===== src/rtl/spi_arb_pkg.sv =====
// Shared constants for the SPI bus arbiter: FSM state encodings, timing defaults
// and a small wrap-around helper used for the round-robin pointer.
package spi_arb_pkg;

    localparam logic [2:0] ST_IDLE  = 3'd0;
    localparam logic [2:0] ST_SETUP = 3'd1;
    localparam logic [2:0] ST_START = 3'd2;
    localparam logic [2:0] ST_WAIT  = 3'd3;
    localparam logic [2:0] ST_HOLD  = 3'd4;
    localparam logic [2:0] ST_GAP   = 3'd5;

    localparam int DEF_NREQ     = 4;
    localparam int DEF_NCS      = 4;
    localparam int DEF_LEN_W    = 4;
    localparam int DEF_CS_SETUP = 2;
    localparam int DEF_CS_HOLD  = 2;
    localparam int DEF_CS_GAP   = 3;

    // Width of the shared SETUP/HOLD/GAP cycle counter.
    localparam int TCNT_W = 8;

    function automatic int unsigned wrap_inc(input int unsigned v, input int unsigned n);
        return (v + 1 >= n) ? 0 : v + 1;
    endfunction

endpackage


===== src/rtl/spi_rr_pick.sv =====
// Combinational round-robin picker: first set mask bit at or after ptr, wrapping.
module spi_rr_pick
    import spi_arb_pkg::*;
#(
    parameter int NREQ  = DEF_NREQ,
    parameter int PTR_W = $clog2(DEF_NREQ)
) (
    input  logic [NREQ-1:0]  mask,
    input  logic [PTR_W-1:0] ptr,
    output logic             valid,
    output logic [NREQ-1:0]  onehot,
    output logic [PTR_W-1:0] idx
);

    int               cand;
    logic [PTR_W-1:0] cand_w;

    always_comb begin
        valid  = 1'b0;
        idx    = '0;
        cand   = 0;
        cand_w = '0;
        for (int off = 0; off < NREQ; off++) begin
            cand = int'(ptr) + off;
            if (cand >= NREQ) cand = cand - NREQ;
            cand_w = PTR_W'(cand);
            if (!valid && mask[cand_w]) begin
                valid = 1'b1;
                idx   = cand_w;
            end
        end
    end

    assign onehot = valid ? (NREQ'(1) << idx) : '0;

endmodule


===== src/rtl/spi_bus_arbiter.sv =====
// Shares one byte-level SPI master engine between NREQ requesters, round-robin,
// owning the slave chip select for the whole multi-byte transaction.
module spi_bus_arbiter
    import spi_arb_pkg::*;
#(
    parameter int NREQ     = DEF_NREQ,
    parameter int NCS      = DEF_NCS,
    parameter int LEN_W    = DEF_LEN_W,
    parameter int CS_SETUP = DEF_CS_SETUP,
    parameter int CS_HOLD  = DEF_CS_HOLD,
    parameter int CS_GAP   = DEF_CS_GAP
) (
    input  logic                        clk,
    input  logic                        rst,
    input  logic [NREQ-1:0]             req,
    input  logic [NREQ*$clog2(NCS)-1:0] req_cs,
    input  logic [NREQ*LEN_W-1:0]       req_len,
    input  logic [NREQ*8-1:0]           req_tx,
    output logic [NREQ-1:0]             gnt,
    output logic [NREQ-1:0]             byte_ack,
    output logic                        rx_valid,
    output logic [7:0]                  rx_byte,
    output logic [NCS-1:0]              cs_n,
    output logic                        eng_start,
    output logic [7:0]                  eng_tx,
    input  logic                        eng_busy,
    input  logic                        eng_done,
    input  logic [7:0]                  eng_rx,
    output logic [2:0]                  fsm_state
);

    // Engine handshake: eng_start is a registered 1-cycle pulse issued only when
    // eng_busy was low; eng_tx holds until the matching eng_done pulse, which is
    // only honoured in WAIT. byte_ack pulses with eng_start so the owner can
    // present its next byte; rx_valid pulses the cycle after eng_done.

    localparam int CS_W  = $clog2(NCS);
    localparam int PTR_W = $clog2(NREQ);

    localparam logic [TCNT_W-1:0] SETUP_LAST = TCNT_W'(CS_SETUP - 1);
    localparam logic [TCNT_W-1:0] HOLD_LAST  = TCNT_W'(CS_HOLD - 1);
    localparam logic [TCNT_W-1:0] GAP_LAST   = TCNT_W'(CS_GAP - 1);

    logic [2:0]        state;
    logic [PTR_W-1:0]  owner;
    logic [PTR_W-1:0]  rr_ptr;
    logic [LEN_W-1:0]  remaining;
    logic [TCNT_W-1:0] tcnt;

    logic [NREQ-1:0]  pick_mask;
    logic [NREQ-1:0]  pick_onehot;
    logic             pick_valid;
    logic [PTR_W-1:0] pick_idx;
    logic [CS_W-1:0]  pick_cs;
    logic [LEN_W-1:0] pick_len;
    logic [7:0]       sel_tx;
    logic [NCS-1:0]   cs_dec;

    // Zero-length requests are masked out so they can never win arbitration.
    always_comb begin
        pick_mask = '0;
        for (int i = 0; i < NREQ; i++) begin
            pick_mask[i] = req[i] && (req_len[i*LEN_W +: LEN_W] != '0);
        end
    end

    spi_rr_pick #(
        .NREQ  (NREQ),
        .PTR_W (PTR_W)
    ) u_pick (
        .mask   (pick_mask),
        .ptr    (rr_ptr),
        .valid  (pick_valid),
        .onehot (pick_onehot),
        .idx    (pick_idx)
    );

    always_comb begin
        pick_cs  = '0;
        pick_len = '0;
        sel_tx   = '0;
        for (int i = 0; i < NREQ; i++) begin
            if (pick_idx == PTR_W'(i)) begin
                pick_cs  = req_cs[i*CS_W +: CS_W];
                pick_len = req_len[i*LEN_W +: LEN_W];
            end
            if (owner == PTR_W'(i)) begin
                sel_tx = req_tx[i*8 +: 8];
            end
        end
    end

    // An out-of-range slave index matches no line, leaving every CS deasserted.
    always_comb begin
        cs_dec = '1;
        for (int j = 0; j < NCS; j++) begin
            if (pick_cs == CS_W'(j)) cs_dec[j] = 1'b0;
        end
    end

    always_ff @(posedge clk) begin
        if (rst) begin
            state     <= ST_IDLE;
            owner     <= '0;
            rr_ptr    <= '0;
            remaining <= '0;
            tcnt      <= '0;
            gnt       <= '0;
            byte_ack  <= '0;
            rx_valid  <= 1'b0;
            rx_byte   <= '0;
            cs_n      <= '1;
            eng_start <= 1'b0;
            eng_tx    <= '0;
        end else begin
            eng_start <= 1'b0;
            byte_ack  <= '0;
            rx_valid  <= 1'b0;
            case (state)
                ST_IDLE: begin
                    if (pick_valid) begin
                        owner     <= pick_idx;
                        gnt       <= pick_onehot;
                        cs_n      <= cs_dec;
                        remaining <= pick_len;
                        tcnt      <= '0;
                        state     <= ST_SETUP;
                    end
                end
                ST_SETUP: begin
                    if (tcnt == SETUP_LAST) begin
                        tcnt  <= '0;
                        state <= ST_START;
                    end else begin
                        tcnt <= tcnt + 1'b1;
                    end
                end
                ST_START: begin
                    if (!eng_busy) begin
                        eng_start <= 1'b1;
                        eng_tx    <= sel_tx;
                        byte_ack  <= gnt;
                        state     <= ST_WAIT;
                    end
                end
                ST_WAIT: begin
                    if (eng_done) begin
                        rx_byte   <= eng_rx;
                        rx_valid  <= 1'b1;
                        remaining <= remaining - 1'b1;
                        tcnt      <= '0;
                        state     <= (remaining == LEN_W'(1)) ? ST_HOLD : ST_START;
                    end
                end
                // CS stays low for CS_HOLD full cycles after the cycle carrying the last eng_done.
                ST_HOLD: begin
                    if (tcnt == HOLD_LAST) begin
                        cs_n   <= '1;
                        gnt    <= '0;
                        rr_ptr <= PTR_W'(wrap_inc(32'(owner), NREQ));
                        tcnt   <= '0;
                        state  <= ST_GAP;
                    end else begin
                        tcnt <= tcnt + 1'b1;
                    end
                end
                ST_GAP: begin
                    if (tcnt == GAP_LAST) begin
                        tcnt  <= '0;
                        state <= ST_IDLE;
                    end else begin
                        tcnt <= tcnt + 1'b1;
                    end
                end
                default: begin
                    state <= ST_IDLE;
                end
            endcase
        end
    end

    assign fsm_state = state;

endmodule


===== config.mk =====
export PLATFORM = sky130hd
export DESIGN_NAME = spi_bus_arbiter
export DESIGN_NICKNAME = d
export VERILOG_FILES = /design/src/rtl/spi_arb_pkg.sv /design/src/rtl/spi_rr_pick.sv /design/src/rtl/spi_bus_arbiter.sv
export SDC_FILE = /design/constraint.sdc
export NUM_CORES = 1
export LEC_CHECK = 0
export ABC_AREA = 1
export BUFFER_PORTS_ARGS = -buffer_cell sky130_fd_sc_hd__buf_2
export CORE_MARGIN = 3
export CORE_UTILIZATION = 45
export CTS_CLUSTER_DIAMETER = 80
export DETAILED_ROUTE_END_ITERATION = 10
export GPL_ROUTABILITY_DRIVEN = 1
export GPL_TIMING_DRIVEN = 1
export PLACE_DENSITY = 0.76
export SLEW_MARGIN = 20
export SYNTH_ARGS = -nofsm -noshare
export SYNTH_HDL_FRONTEND = slang
export SYNTH_SLANG_ARGS = --single-unit

===== constraint.sdc =====
create_clock -name clk -period 2.64 [get_ports clk]
set_input_delay 0.264 -clock clk [delete_from_list [all_inputs] [get_ports clk]]
set_output_delay 0.264 -clock clk [all_outputs]
set_load 0.02 [all_outputs]

==> metrics.txt, run 1 <==
switching share of power=47.1%; Skew-Pair Late Insertion Delay=0.30 ns; synth top area cells=dfxtp_1 33%, nand2_1 11%, nand3_1 6.9%, o21ai_0 6.9%, a21oi_1 6.7%; DIE AREA=7660 um2; clock transition at the registers of the reported paths=0.09 ns; synthesis warning total=0; DP HPWL=6340 um; core footprint=6390 um2; DRC viols=0; RSZ-0062 raised after global routing=false; RR Endpoint=cs_n[0]; Finished Layout Cells=626; Placement Setup Slack=0.384 ns; worst path cell trace=nand3_1 > nand3_1 > nand2_4 > nand3b_1 > nand2_2 > nor2_4 > nor2_4 > nand2_1 > inv_1 > nor2_1 > nand3_1 > nand2_1 > nand2_1; crit-path max FO=10; Cell Pwr Density=845 nW/um2; Starting Density=46.8%; Die Y=87.5 um; htree depth=2; Worst R2R Setup Slack=0.35 ns; Hold WC Path Type=input port to flip-flop; Mean Syn Cell Area=6.75 um2; Multi-input gate area=1760 um2; # Post-CTS Setup Buffers=0; share of layout cells above drive strength 1=27.5%; Comb pwr share=52.0%; critical path startpoint=rr_ptr[0]; number of global-route vias before repair=3,057; Top delay family on crit path=simple AND/OR/NAND/NOR gates; setup TNS=0 ns; largest net degree at the start of global routing=30; asr flop ratio synth=0%; Buf+Inv Stages, Crit Path=1; Net Switching=1.46 mW; #FFs+latches synth=49; first-pass GRT wire length=13,100 um; GPL Wtd Cong=0.877; Synth area leader=dfxtp_1; global route overflow=0; kind of critical path=flip-flop to flip-flop; number of DRC markers in iteration 0=163; Post-Synthesis Cells=443; root buf cell=clkbuf_8; worst setup margin=0.355 ns; Hold Vio Cnt, Final=0; Max transition margin=64.6%; Data arrival, critical path=2.48 ns; CP max stage cell=dfxtp_1; CTS Buf Count=5; area delta synth->final=22.9%; CTS resizes=0; CP Capture Type=flip-flop; post-synth cell types=41; fin crit period=2.29 ns; initial antenna violation count=0; CP max stage delay=0.66 ns; flip-flop and latch area=981 um2; row count=29; outcome=complete, no violations; sequential share of the synthesized area=32.8%; Least-Margin Pin Slew=0.531 ns; die width=87.5 um; mean number of vias per cell=5.18; P_leak=1.79 nW; Clk network pwr share=14.1%; Critical Path End=cs_n[0]; CP required=2.84 ns; WL/cell=12.8 um; Ports=105; Post-synth top flop=dfxtp_1; max_cap viols=0; Syn Nets=524; count of flip-flops with a built-in enable after synthesis=0; setup violators final=0; placed cell count=618; port buffer count=104; fillcell total=614; fmax=438 MHz; reg2reg start=rr_ptr[0]; DR vias=3,241; Post-Route WL=8020 um; Max IR drop VDD=667 uV; Cell Area, Synth=2990 um2; Synth top area share=32.8%; Cell Int Power=1.64 mW; Critical Path Start Type=flip-flop; CTS Hold Bufs=0; Max Slew Vio Count=0; GR Util All Layers=21.1%; CTS Sinks=49; Final period util=86.6%; CTS tree=done; DRT Pass-1 Iters=5; Final ANT Viol Nets=0; Post-layout nets=629; Reg power frac=33.9%; worst r2r path cells=13; Max Buffers Root-to-Sink=2; number of diodes=0; clock skew=0.00690 ns; Crit path depth=13
==> stage by stage <==
stage	util, %	hold slack [ns]	total power [mW]	cell area (um2)
2_1_floorplan	-	0.399	2.23	2990
3_3_place_gp	56.2	0.427	2.64	3590
3_5_place_dp	56.2	0.435	2.67	3590
4_1_cts	57.5	0.172	3.11	3670
5_1_grt	57.5	0.179	3.40	3670
6_report	57.5	0.184	3.10	3670
==> logic make-up after synthesis <==
kind of cell	count (synthesis)	synth area share (%)
AND/OR/NAND/NOR	220	35.3
AO/OA/AOI/OAI	100	18.4
buffers and inverters	61	8.29
flip-flops	49	32.8
adder cells (fa/ha/maj)	9	3.77
XOR/XNOR	4	1.42
==> registers in the layout (all words and copies together) (netlist names) <==
name	flops
byte_ack	4
fsm_state	3
tcnt	8
eng_start	1
eng_tx	8
remaining	4
rx_byte	8
rr_ptr	2
cs_n	4
owner	2
gnt	4
rx_valid	1
==> cell type report <==
class,count,area share (%)
Tap cell,77,2.62
Clock inverter,3,0.477
Timing Repair Buffer,107,14.8
Inverter,52,5.59
Clock buffer,5,1.87
Sequential cell,49,26.7
Multi-Input combinational cell,333,47.9
==> power groups by stage <==
stage | clock (mW) | sequential [mW] | combinational [mW]
3_3_place_gp | 0 | 1.06 | 1.58
4_1_cts | 0.447 | 1.05 | 1.61
2_1_floorplan | 0 | 1.14 | 1.09
6_report | 0.437 | 1.05 | 1.61
3_5_place_dp | 0 | 1.06 | 1.60
5_1_grt | 0.482 | 1.07 | 1.84
==> Yosys cell counts (2+ instances only) <==
cell,instances
o21ai_0,41
xor2_1,2
ha_1,9
nor2_4,3
a22oi_1,8
a211oi_1,3
a21oi_1,40
clkinv_1,3
o21ai_1,2
dfxtp_1,49
nand2_4,5
nand3b_1,2
or2_0,3
nand2_2,6
nand3_1,41
nor3_1,8
nor2_1,47
nand3_2,2
clkbuf_1,6
nor3_2,2
inv_1,43
nand2_1,88
inv_2,4
nor2_2,7
nand4_1,3
==> cell usage in the layout, fill, tap and decap left out, types with 4 or more instances in the layout <==
cell | netlist | layout
a22oi_1 | 8 | 8
buf_2 | 1 | 104
nand2_2 | 6 | 6
nand2_1 | 88 | 88
inv_1 | 43 | 43
a21oi_1 | 40 | 40
nand3_1 | 41 | 41
nor2_1 | 47 | 47
ha_1 | 9 | 9
o21ai_0 | 41 | 41
nor2_2 | 7 | 7
nand2_4 | 5 | 5
dfxtp_1 | 49 | 49
nor3_1 | 8 | 8
clkbuf_8 | 0 | 5
inv_2 | 4 | 4
==> worst min-delay path: stages <==
cell	delay, ns
buf_2	0.07
nor2_1	0.03
nor2_1	0.08
==> worst min path at each step <==
stage / start / end / cells after the start
floorplan: eng_rx[0] / rx_byte[0] / 2
global placement: gnt[3] / byte_ack[3] / 2
detailed placement: gnt[3] / byte_ack[3] / 2
CTS: eng_rx[6] / rx_byte[6] / 3
global route: eng_rx[6] / rx_byte[6] / 3
finish: eng_rx[6] / rx_byte[6] / 3
==> routing by layer <==
| metal | vias to the layer above | wire, um | track usage, % | share of wire, % |
|---|---|---|---|---|
| met3 | 12 | 656 | 5.30 | 8.2 |
| met4 | 0 | 121 | 6.83 | 1.5 |
| met2 | 131 | 3750 | 34.9 | 47 |
| li1 | 1673 | - | - | - |
| met5 | - | 0 | 0 | 0 |
| met1 | 1425 | 3490 | 27.0 | 44 |
Power figures use the tool's default switching activity.
==> inputs of run 2 (changes only) <==
==> constraint.sdc (replaced) <==
create_clock -name clk -period 2.8 [get_ports clk]
set_input_delay 0.28 -clock clk [delete_from_list [all_inputs] [get_ports clk]]
set_output_delay 0.28 -clock clk [all_outputs]
set_load 0.02 [all_outputs]
==> run 2 against run 1 <==
  * Worst hold slack improved by 0.017 ns
  * Sequential power down 5%
  * Register-to-register slack better by 0.15 ns
  * Highest routed layer unchanged
  * Utilization grew 0.35 points
  * Critical path type unchanged
  * Via count rose by 1.4%
==> metrics.txt, run 2 (synthesis results as in run 1) <==
CP Capture Type=flip-flop; most used cell, CP=nand2_1; critical path startpoint=rr_ptr[0]; DP HPWL=6450 um; Post-layout nets=628; largest net degree at the start of global routing=30; Cell Pwr Density=821 nW/um2; Final period util=82.1%; DRT Pass-1 Iters=5; max_cap viols=0; DR vias=3,286; fmax=435 MHz; CP max stage delay=0.66 ns; Max Buffers Root-to-Sink=2; mean number of vias per cell=5.26; Hold Vio Cnt, Final=0; CTS tree=done; root buf cell=clkbuf_8; htree depth=2; GR Util All Layers=21.7%; clock skew=0.00590 ns; Cell Int Power=1.66 mW; Hold WC Path Type=input port to flip-flop; area delta synth->final=23.6%; CP max stage cell=dfxtp_1; row count=29; Max transition margin=65.0%; number of diodes=0; worst hold start=eng_rx[4]; outcome=complete, no violations; global route overflow=0; setup violators final=0; RSZ-0062 raised after global routing=false; initial antenna violation count=0; worst path cell trace=nand3_1 > nand2_1 > nand2_1 > nand2_1 > nand4_1 > nand2_1 > nand2_4 > nand3_1 > nand3_1 > nor2_2 > nand3_1 > nand2_1 > nand2_1; Comb pwr share=50.1%; switching share of power=45.2%; Clk network pwr share=17.2%; CTS resizes=0; commonest non-fill, non-tap cells in the layout=104 x buf_2, 88 x nand2_1, 49 x dfxtp_1, 47 x nor2_1, 43 x inv_1; number of DRC markers in iteration 0=191; core footprint=6390 um2; CTS Sinks=49; CTS Hold Bufs=0; setup TNS=0 ns; Max IR drop VDD=511 uV; Max Slew Vio Count=0; Die Y=87.5 um; clock transition at the registers of the reported paths=0.09 ns; WL/cell=12.9 um; Net Switching=1.37 mW; share of layout cells above drive strength 1=27.2%; GPL Wtd Cong=0.874; Critical Path Start Type=flip-flop; # Post-CTS Setup Buffers=0; Data arrival, critical path=2.50 ns; fin crit period=2.30 ns; reg2reg start=rr_ptr[0]; CP required=3.00 ns; first-pass GRT wire length=13,400 um; number of global-route vias before repair=3,032; CTS Buf Count=5; P_leak=1.80 nW; crit-path max FO=10; Least-Margin Pin Slew=0.525 ns; Ports=105; worst hold slack=0.201 ns; port buffer count=104; DRC viols=0; Starting Density=46.8%; die width=87.5 um; Post-Route WL=8090 um; Skew-Pair Late Insertion Delay=0.30 ns; DIE AREA=7660 um2; Reg power frac=32.7%; commonest non-fill, non-tap cell in the layout=buf_2; Final ANT Viol Nets=0; kind of critical path=flip-flop to flip-flop; top flop regs=eng_tx (8), rx_byte (8), tcnt (8)
-- run 2: cell count changes in the layout (fill, tap and decap cells not counted) --
| cell | previous run | this run |
|---|---|---|
| clkbuf_8 | 5 | 6 |
| clkbuf_1 | 0 | 1 |
| buf_4 | 3 | 2 |
| clkinv_2 | 2 | 0 |
| bufinv_16 | 0 | 1 |
| clkinvlp_4 | 1 | 0 |
-- run 2: layout make-up --
class                      instances  area [um2]
clock buffer                       7        86.3
clock inverter                     1        30.0
fill                             632        2690
inverter                          52         205
multi-input combinational        333        1760
sequential                        49         981
tap                               77        96.3
timing repair buffer             106         536
-- run 2: path summary, 6_finish.rpt --
check	end	slack (ns)	depth (start not counted)
worst max-delay path	cs_n[0]	0.50	13
worst min-delay path	rx_byte[4]	0.20	3
worst max register to register	cs_n[0]	0.50	13
worst min register to register	byte_ack[3]	0.44	2
-- run 2: critical path, delay by kind of cell, from the launching register on --
| kind | cells | cell delay, ns |
|---|---|---|
| simple gates | 13 | 1.55 |
| flops | 1 | 0.66 |
-- run 2: power by group through the flow --
stage | Combinational, mW | Sequential, mW | Clock (mW)
floorplan | 1.03 | 1.08 | 0
global placement | 1.48 | 0.999 | 0
detailed placement | 1.51 | 1.00 | 0
CTS | 1.52 | 0.991 | 0.532
global route | 1.72 | 1.01 | 0.566
finish | 1.52 | 0.993 | 0.522
-- run 2: routing by layer --
layer  vias to the layer above  track usage (%)  share of wire, %
met5                         -                0                 0
met4                         0             5.72               1.4
met3                        13             4.64               8.8
met2                       151             37.3                48
met1                      1448             27.3                42
li1                       1674                -                 -
-- run 2: stage by stage --
step / setup WS (ns) / cell area [um2] / total power, mW / std cells / utilization [%]
floorplan: 0.995 / 2990 / 2.10 / 443 / -
global placement: 0.584 / 3580 / 2.48 / 617 / 56.0
detailed placement: 0.534 / 3580 / 2.52 / 617 / 56.0
CTS: 0.524 / 3690 / 3.04 / 625 / 57.9
global route: 0.193 / 3690 / 3.30 / 625 / 57.9
finish: 0.501 / 3690 / 3.03 / 625 / 57.9
==> inputs of run 3 (changes only) <==
--- a/config.mk
+++ b/config.mk
@@ -5,15 +5,15 @@
 export SDC_FILE = /design/constraint.sdc
 export NUM_CORES = 1
 export LEC_CHECK = 0
-export ABC_AREA = 1
+export ABC_AREA = 0
 export BUFFER_PORTS_ARGS = -buffer_cell sky130_fd_sc_hd__buf_2
 export CORE_MARGIN = 3
-export CORE_UTILIZATION = 45
+export CORE_UTILIZATION = 44
 export CTS_CLUSTER_DIAMETER = 80
 export DETAILED_ROUTE_END_ITERATION = 10
 export GPL_ROUTABILITY_DRIVEN = 1
 export GPL_TIMING_DRIVEN = 1
-export PLACE_DENSITY = 0.76
+export PLACE_DENSITY = 0.79
 export SLEW_MARGIN = 20
 export SYNTH_ARGS = -nofsm -noshare
 export SYNTH_HDL_FRONTEND = slang
==> constraint.sdc (replaced) <==
create_clock -name clk -period 1.9 [get_ports clk]
set_input_delay 0.19 -clock clk [delete_from_list [all_inputs] [get_ports clk]]
set_output_delay 0.19 -clock clk [all_outputs]
set_load 0.02 [all_outputs]
==> run 3 against run 2 <==
  * The flow now finishes with violations (negative setup slack)
  * Largest power group unchanged
  * Synthesized area fell by 7.9%
  * Routed wire length shrank 6.8%
  * Power rose by 26%
  * Via count down 11%
  * Sequential power grew 31%
  * Worst hold slack worse by 0.091 ns
  * Critical endpoint is now fsm_state[0]
  * Clock skew is 0.0026 ns higher
  * Synthesized cell count is 24% lower
  * Critical path type unchanged
  * Worst setup slack got worse by 0.52 ns
  * Clock power increased by 68%
==> metrics.txt, run 3 <==
RSZ-0062 raised after global routing=true; outcome=complete, but fails checks; kind of critical path=flip-flop to flip-flop; Die Y=85.1 um; first-pass GRT wire length=12,000 um; GPL Wtd Cong=0.910; CTS Buf Count=5; Post-layout nets=552; worst hold path depth=3; DRT Pass-1 Iters=6; initial antenna violation count=0; Post-Route WL=7540 um; DR vias=2,914; worst hold start=eng_rx[7]; Data arrival, critical path=2.18 ns; worst path cell trace=or4_4 > nor3_4 > a21boi_1 > o21ai_1 > nand3_2 > a211o_1 > a21oi_1; placed cell count=536; reg2reg start=tcnt[4]; Ports=105; count leader, synth=dfxtp_1; core footprint=5990 um2; Max transition margin=66.4%; DRC viols=0; Post-Synthesis Cells=338; setup TNS=-0.130 ns; DIE AREA=7240 um2; clock transition at the registers of the reported paths=0.09 ns; Max Slew Vio Count=0; Final period util=101%; max_cap viols=0; count of flip-flops with a built-in enable after synthesis=0; Finished Layout Cells=547; Hold WC Path Type=input port to flip-flop; synthesis warning total=0; htree depth=2; top flop regs=eng_tx (8), rx_byte (8), tcnt (8); largest net degree at the start of global routing=23; CP required=2.16 ns; Synth top area share=35.6%; fmax=520 MHz; global route overflow=0; Post-synth top flop=dfxtp_1; total power draw=3.82 mW; Starting Density=46.0%; Final ANT Viol Nets=0; sequential share of the synthesized area=35.6%; Least-Margin Pin Slew=0.504 ns; Synth area leader=dfxtp_1; RR Endpoint=fsm_state[0]; clock skew=0.00846 ns; Max IR drop VDD=822 uV; row count=28; Skew-Pair Late Insertion Delay=0.31 ns; asr flop ratio synth=0%; P_leak=1.75 nW; Hold Vio Cnt, Final=0; number of diodes=0; Syn Nets=419; Placement Setup Slack=-0.224 ns; area delta synth->final=39.6%; number of global-route vias before repair=2,783; fin crit period=1.92 ns; CTS tree=done; WL/cell=13.8 um; CTS Sinks=49; commonest non-fill, non-tap cell in the layout=buf_2; crit-path max FO=4; GR Util All Layers=20.3%; Critical Path Start Type=flip-flop; worst setup margin=-0.0222 ns; port buffer count=104; CP max stage cell=or4_4; worst r2r path cells=7; synth top area cells=dfxtp_1 36%, a21oi_1 6.5%, nor2_1 6.5%, nand2_1 5.0%, ha_1 4.1%; CP max stage delay=0.55 ns; share of layout cells above drive strength 1=38.3%; root buf cell=clkbuf_8; top cells by count, synth=49 x dfxtp_1, 48 x nor2_1, 37 x nand2_1; Mean Syn Cell Area=8.15 um2; Cell Area, Synth=2750 um2; Worst R2R Setup Slack=-0.02 ns; die width=85.1 um; #FFs+latches synth=49; violated checks=negative setup slack; CP Capture Type=flip-flop; setup violators final=8; DP HPWL=5710 um; Max Buffers Root-to-Sink=2; worst hold slack=0.110 ns; Hold Path End=rx_byte[7]; Cell Pwr Density=995 nW/um2; commonest non-fill, non-tap cells in the layout=104 x buf_2, 48 x nor2_1, 46 x dfxtp_1, 39 x buf_4, 37 x nand2_1; number of DRC markers in iteration 0=124; mean number of vias per cell=5.33; post-synth cell types=56
## run 3: cell count changes in the layout (fill, tap and decap cells not counted), sizes merged, moves of 7 or more
cell	before	now
nand3	44	6
nand2	99	37
buf	106	147
and2	0	7
o211ai	1	8
inv	49	10
nor2	57	48
mux2i	0	12
o21ai	44	13
## run 3: how the worst max path moves through the flow
stage                       from           end  depth (start not counted)
floorplan           fsm_state[1]       tcnt[5]                          7
global placement      req_len[4]  remaining[1]                          9
detailed placement    req_len[4]       cs_n[0]                          9
CTS                      tcnt[5]       tcnt[0]                          8
global route             tcnt[4]       tcnt[0]                          8
finish                   tcnt[4]  fsm_state[0]                          7
## run 3: cell type report
class	count	area, um2
clock buffers	5	68.8
clock inverters	3	65.1
fillers	502	2150
inverters	10	37.5
multi-input cells	258	1710
flip-flops and latches	49	987
well taps	75	93.8
repair buffers	147	885
## run 3: power breakdown
part           total, mW  internal (mW)  switching, mW  leakage, nW
logic               1.65          0.731          0.916         1.28
clock network      0.877          0.523          0.354       0.0681
registers           1.30           1.18          0.122        0.400
total               3.82           2.43           1.39         1.75
## run 3: cell families after synthesis
group	after synthesis	synth area share, %
AND/OR/NAND/NOR	130	21.9
AO/OA/AOI/OAI	97	25.5
flip-flops	49	35.6
buffers and inverters	31	5.13
multiplexers	13	4.91
XOR/XNOR	9	2.86
adder cells (fa/ha/maj)	9	4.09
## run 3: worst max-delay path: cells and delay by family (launching register included)
| kind | cells | cell delay, ns |
|---|---|---|
| simple gates | 3 | 0.87 |
| compound gates | 4 | 0.69 |
| flops | 1 | 0.33 |
## run 3: layer usage
| metal | global-route usage, % | routed length (um) | part of all wire [%] |
|---|---|---|---|
| met2 | 34.0 | 3690 | 49 |
| met3 | 4.56 | 489 | 6.5 |
| met5 | 0 | 0 | 0 |
| met4 | 9.35 | 168 | 2.2 |
| met1 | 24.7 | 3190 | 42 |
## run 3: per-stage QoR
step / utilization [%] / cell area [um2]
finish: 64.2 / 3840
global route: 64.2 / 3840
CTS: 62.7 / 3760
detailed placement: 60.1 / 3600
global placement: 60.1 / 3600
floorplan: - / 2760
## run 3: repair_timing
action                                  4_1_cts  5_1_grt
setup buffers                                 0        3
gates resized for setup                       6       15
pin swaps                                     0        3
hold buffers                                  0        0
endpoints found under the setup margin        9       22
